<file path="src/rtl/nibble_tx_pkg.sv">
// rtl/nibble_tx_pkg.sv - shared types and frame constants for the nibble serialiser
// Contents: state_t FSM encoding, frame bit counts, frame_cycles() length helper.
package nibble_tx_pkg;

  typedef enum logic [2:0] {
    IDLE,
    START,
    DATA,
    PARITY,
    STOP
  } state_t;

  // One start bit, four data bits, one stop bit; parity adds one more.
  localparam int NIBBLE_BITS     = 4;
  localparam int FRAME_BITS_BASE = 2 + NIBBLE_BITS;

  // Clock cycles from acceptance to the return to IDLE.
  function automatic int frame_cycles(input int clks_per_bit, input int parity_en);
    return (FRAME_BITS_BASE + parity_en) * clks_per_bit;
  endfunction

endpackage

</file>
<file path="src/rtl/bit_timer.sv">
// rtl/bit_timer.sv - per-bit cycle counter producing an end-of-bit tick
// Ports: Clock, Reset_n (async, active-low), clear (hold counter at 0),
//        tick (high in the last cycle of each bit time).
module bit_timer #(
  parameter int CLKS_PER_BIT = 4
) (
  input  logic Clock,
  input  logic Reset_n,
  input  logic clear,
  output logic tick
);

  localparam int W = $clog2(CLKS_PER_BIT + 1);
  localparam logic [W-1:0] LAST = W'(CLKS_PER_BIT - 1);

  logic [W-1:0] cnt;

  always_ff @(posedge Clock or negedge Reset_n) begin
    if (!Reset_n) begin
      cnt <= '0;
    end else if (clear || cnt == LAST) begin
      cnt <= '0;
    end else begin
      cnt <= cnt + 1'b1;
    end
  end

  // With CLKS_PER_BIT=1 the counter stays at 0 and ticks every cycle.
  assign tick = ~clear & (cnt == LAST);

endmodule

</file>
<file path="src/rtl/nibble_tx.sv">
// rtl/nibble_tx.sv - serialises a 4-bit nibble as start/data/parity/stop frame
// Ports: Clock, Reset_n (async, active-low), Data[3:0] + Valid (input nibble),
//        Ready (accepting, IDLE only), Sout (serial line, idle high),
//        Busy (frame in progress), Done (one-cycle pulse on frame completion).
module nibble_tx
  import nibble_tx_pkg::*;
#(
  parameter int CLKS_PER_BIT = 4,
  parameter int PARITY_EN    = 1
) (
  input  logic       Clock,
  input  logic       Reset_n,
  input  logic [3:0] Data,
  input  logic       Valid,
  output logic       Ready,
  output logic       Sout,
  output logic       Busy,
  output logic       Done
);

  state_t     state;
  state_t     state_nxt;
  logic [3:0] shreg;
  logic [1:0] bit_idx;
  logic       done_q;
  logic       tick;
  logic       accept;

  assign accept = Valid & (state == IDLE);

  // The timer is held cleared in IDLE so every frame starts on a fresh bit time.
  bit_timer #(
    .CLKS_PER_BIT(CLKS_PER_BIT)
  ) u_bit_timer (
    .Clock  (Clock),
    .Reset_n(Reset_n),
    .clear  (state == IDLE),
    .tick   (tick)
  );

  always_ff @(posedge Clock or negedge Reset_n) begin
    if (!Reset_n) begin
      state   <= IDLE;
      shreg   <= '0;
      bit_idx <= '0;
      done_q  <= 1'b0;
    end else begin
      state  <= state_nxt;
      done_q <= (state == STOP) & tick;
      if (accept) begin
        shreg <= Data;
      end
      // Two-bit index wraps 3 -> 0 on its own, ready for the next frame.
      if (state == DATA && tick) begin
        bit_idx <= bit_idx + 2'd1;
      end
    end
  end

  always_comb begin
    state_nxt = state;
    case (state)
      IDLE:    if (Valid) state_nxt = START;
      START:   if (tick) state_nxt = DATA;
      DATA:    if (tick && bit_idx == 2'd3) state_nxt = (PARITY_EN != 0) ? PARITY : STOP;
      PARITY:  if (tick) state_nxt = STOP;
      STOP:    if (tick) state_nxt = IDLE;
      default: state_nxt = IDLE;
    endcase
  end

  // Line level decoded from registered state only; Data/Valid never reach Sout.
  always_comb begin
    Sout = 1'b1;
    case (state)
      START:   Sout = 1'b0;
      DATA:    Sout = shreg[bit_idx];
      PARITY:  Sout = ^shreg;
      default: Sout = 1'b1;
    endcase
  end

  assign Ready = (state == IDLE);
  assign Busy  = ~Ready;
  assign Done  = done_q;

endmodule

</file>
<file path="config.mk">
export PLATFORM = sky130hd
export DESIGN_NAME = nibble_tx
export DESIGN_NICKNAME = d
export VERILOG_FILES = /design/src/rtl/nibble_tx_pkg.sv /design/src/rtl/bit_timer.sv /design/src/rtl/nibble_tx.sv
export SDC_FILE = /design/constraint.sdc
export NUM_CORES = 1
export LEC_CHECK = 0
export CORE_AREA = 2 2 46 48
export CTS_CLUSTER_DIAMETER = 40
export DETAILED_ROUTE_END_ITERATION = 8
export DIE_AREA = 0 0 48 50
export PLACE_DENSITY_LB_ADDON = 0.2
export SLEW_MARGIN = 20
export SYNTH_ARGS = -nofsm -noshare
export SYNTH_HDL_FRONTEND = slang
export SYNTH_SLANG_ARGS = --single-unit
export TNS_END_PERCENT = 20
</file>
<file path="constraint.sdc">
create_clock -name Clock -period 1.44 [get_ports Clock]
set_input_delay 0.216 -clock Clock [delete_from_list [all_inputs] [get_ports Clock]]
set_output_delay 0.216 -clock Clock [all_outputs]
set_load 0.05 [all_outputs]
</file>
After elaboration in Yosys (flattened, before gate mapping)
Cells that the tools add are included.

storage, ports and cells
  input port bits = 7
  bits in registers = 13
  logic and storage cells = 39
  output and inout port bits = 4

operators by class
  bitwise logic cells = 4
  add/subtract/negate cells = 2
  muxes and demuxes = 10
  reductions and logical operators = 6
  eq/ne operators = 11
  order comparisons = 1

operator list
  kind                 count
  $mux 3               6
  $pmux 3 s5           1
  $eq 3x2->1 const B   3
  $ne 2x2->1 const B   4
  $reduce_and 5->1     1
  $reduce_xor 4->1     1
  $add 3x1->3 const B  1
  $and 1x1->1          3
  $eq 3x1->1 const B   1
  $eq 3x3->1 const B   1
  $logic_not 3->1      1
  $lt 2x3->1 const B   1
  $pmux 1 s3           1
  $add 2x1->2 const B  1
  $bmux 1 s2           1
  $eq 2x2->1 const B   1
  $logic_and 1x1->1    2
  $ne 2x1->1 const B   1
  $logic_or 1x1->1     1
  $mux 1               1
  $not 1->1            1

Depth between registers and ports, before layout
  depth after elaboration = 6
  mapped depth = 6
  mapped depth without buffers = 6

Modules after synthesis
A second synthesis with hierarchy kept.

unflattened totals
  cell total of the unflattened synthesis = 53
  area, all modules = 635.6 sq um

by module, submodules not included
  module     instances  cells an instance  area an instance (sq um)  seq. area each (sq um)
  nibble_tx  1          43                 503.0                     250.2
  bit_timer  1          10                 132.6                     75.1

Least setup slack after synthesis
Ideal clock, no wire load.

  path kind = reg-to-output
  start = register shreg[1]
  end = output Sout
  arrival time = 1.574 ns
  path slack = -0.350 ns
  stages on the path, launching flop included = 5
  path buffers = 0
  data required time = 1.224 ns
  path through = dfrtp_1 xnor2_1 xnor2_1 nand2_1 a31oi_1

on the way
  word-level cells in the longest chain between the ends = 3
  elaborated cells on any way between the ends = 4
  those cells by class = 3 x mux; 1 x reduce/logical

ends and longest elaborated chain
  element                       RTL line         source
  start: declaration            nibble_tx.sv:23  logic [3:0] shreg;
  start signal: assignment      nibble_tx.sv:51  shreg <= Data;
  $bmux 1 s2                    nibble_tx.sv:77  DATA: Sout = shreg[bit_idx];
  $mux 1 (not written as such)  nibble_tx.sv:77
  $pmux 1 s3 (*)                nibble_tx.sv:75  case (state)
  end: declaration              nibble_tx.sv:16  output logic Sout,

Mark *: on every way between the ends. The rest lies on a longest branch, timed or not. The select of a mux whose other input is x is not followed.

Worst setup path after layout
Same ends and word-level chain as after synthesis.

==> flow_metrics.tcl <==
set metrics [dict create \
    overflow 0 \
    initial_utilization 0.339 \
    antenna_found_initial 0 \
    worstMarginPinSlew_ns 0.187 \
    fp-row-count 16 \
    required_ns 1.22 \
    clock_sinks 13 \
    path_max_fanout 3 \
    dpl.hpwl_um 876 \
    r2r_start "u_bit_timer.cnt[0]" \
    start_kind "flop" \
    cp-end-kind "output pin" \
    via_per_inst 4.45 \
    syn_nets 62 \
    finalSetupViolCount 2 \
    dp_slack_ns -0.101 \
    drt_iter0_markers 1 \
    finalPower_uw 2100 \
    hold_buffers 0 \
    finalMaxSlewViolations 0 \
    reg2regPathDepth 4 \
    fp.dieH_um 50 \
    firstDrtPassIters 2 \
    synth_area_leaders "dfrtp_1 50%, mux2_4 9.3%, ha_1 5.8%, xor2_1 4.1%, mux4_2 3.5%" \
    ys_ff_latch 13 \
    fmax_ghz 0.569 \
    yosysTopAreaCellShare 0.504 \
    ctsRootBufferMaster "clkbuf_4" \
    postSynth.asyncResetShare 1.00 \
    cap_violations 0 \
    rr_endpoint "bit_idx[1]" \
    syn_inst 52 \
    die_x_um 48 \
    ioPinCount 11 \
    synth_edf_count 0 \
    grt_pass1_vias 463 \
    synth.distinct_cells 21 \
    avgSynthCellArea_um2 12.4 \
    via_count 463 \
    rsz0062_at_grt "true" \
    peakVddDrop_mv 1.10 \
    num_antenna_cells 0 \
    drc 0 \
    grt_first_pass_wirelength_um 1930 \
    drt-total-wl_um 1090 \
    endpoint "Sout" \
    gr-usage-all-layers 0.119 \
    syn_area_um2 646 \
    drive_gt1_frac 0.481 \
    slowest_delay_ns 0.48 \
    drtAntennaViolNets 0 \
    p_per_area_nw_per_um2 2220 \
    crit_type "flop to output pin" \
    finalWorstSetupSlack_ns -0.317 \
    coreArea_um2 1900 \
    cts_tree "built" \
    path_clk_slew_ns 0.09 \
    worstPathArrival_ns 1.54 \
    status "finished with violations" \
    yosysMostFrequentCell "dfrtp_1" \
    dieArea_um2 2400 \
    ys_seq_area_frac 0.504 \
    finalWorstPathRequiredPeriod_ns 1.76 \
    io_buffers 10 \
    cp_slowest_cell "mux4_2" \
    cts_buffer_depth 2 \
    hold_viol 0 \
    slew_headroom 0.875 \
    p_leak_uw 0.000423 \
    numCtsBuffers 3 \
    htree_num_levels 1 \
    r2r_slack_ns 0.05 \
    skew_ns 0.00911 \
    failed_checks "setup timing" \
    period_share 1.22 \
    critical_path.cell_chain "mux4_2 > nor3_2 > a31oi_2 > buf_6" \
    area_delta_synth_final_pct 46.3 \
    synthFlopType "dfrtp_1" \
    synth.yosys.warnings 0 \
    finalWeightedCongestion 0.835 \
    post_drt_wl_per_cell_um 10.5 \
    worstSetupStartpoint "shreg[1]" \
    yosys.area.top_type "dfrtp_1" \
    synth_common_cells "13 x dfrtp_1, 5 x nand2_1, 4 x mux2_4, 4 x nor2_1" \
    clock_latency_ns 0.28 \
    grt_start_max_net_pins 14 \
    final_nets 88 \
    hold_path.class "primary input to async pin" \
]
==> how the worst min path moves through the flow <==
stage / start / end / slack [ns]
global placement: u_bit_timer.cnt[0] / u_bit_timer.cnt[0] / 0.43
CTS: Reset_n / shreg[0] / 0.24
detailed placement: u_bit_timer.cnt[0] / u_bit_timer.cnt[0] / 0.43
finish: Reset_n / shreg[0] / 0.23
floorplan: Reset_n / Done / -0.08
global route: Reset_n / u_bit_timer.cnt[2] / 0.24
==> worst max-delay path, delay by kind of cell, from the launching register on <==
kind                   cells  cell delay, ns
multiplexers               1            0.48
flip-flops                 1            0.43
buffers and inverters      1            0.16
AND/OR/NAND/NOR            1            0.14
AO/OA/AOI/OAI              1            0.05
==> routing by layer <==
metal | part of all wire | up-vias | global-route usage
met4 | 0.011 | 0 | 0.0270
met2 | 0.47 | 10 | 0.189
met1 | 0.45 | 224 | 0.129
met5 | 0 | - | 0
li1 | - | 227 | -
met3 | 0.063 | 2 | 0.0769
==> through the flow <==
stage | hold WS (ns) | instance area [µm²] | util | cells | TNS [ns]
after floorplan | -0.0796 | 652 | - | 52 | -1.45
after global placement | 0.429 | 880 | 0.463 | 100 | -0.0837
after detailed placement | 0.433 | 880 | 0.463 | 100 | -0.101
after CTS | 0.236 | 931 | 0.489 | 104 | -0.407
after global routing | 0.245 | 945 | 0.497 | 104 | -0.586
final | 0.234 | 945 | 0.497 | 104 | -0.383
==> cell families (layout without fill, tap and decap cells) <==
group,count (synthesis),count (layout),synth area share
AO/OA/AOI/OAI,4,4,0.0349
XOR/XNOR,5,5,0.0678
adder cells (fa/ha/maj),3,3,0.0581
buffers and inverters,4,29,0.0349
flip-flops,13,13,0.504
multiplexers,6,6,0.145
AND/OR/NAND/NOR,17,17,0.155
==> repair_timing <==
| action | in CTS | in global routing |
|---|---|---|
| resized for setup | 7 | 3 |
| setup buffers | 0 | 0 |
| setup endpoints to repair | 3 | 5 |
| pin swaps | 3 | 0 |
==> state kept, by name (all words and copies together), names as in the netlist <==
register,flops
shreg,4
bit_idx,2
state,3
Done,1
u_bit_timer.cnt,3
==> power by group <==
part	switching, µW	internal, µW
Sequential	142	524
Clock	122	103
Combinational	551	654
==> cell type report <==
cell class / instances / area [µm²]
clock inverter: 1 / 5.00
fill: 180 / 957
inverter: 3 / 11.3
sequential: 13 / 329
clock buffer: 3 / 22.5
timing repair buffer: 22 / 216
multi-input combinational: 35 / 327
tap: 27 / 33.8
==> placed cells by master, fill, tap and decap left out, types with 2 or more instances in the layout <==
cell,n
buf_4,11
dfrtp_1,10
clkdlybuf4s50_1,6
nand2_1,5
nor2_1,4
mux2_4,4
inv_1,3
clkbuf_4,3
buf_6,3
dfrtp_2,3
nor3_1,2
xor2_1,2
ha_1,2
buf_12,2
(Power assumes the default switching activity.)
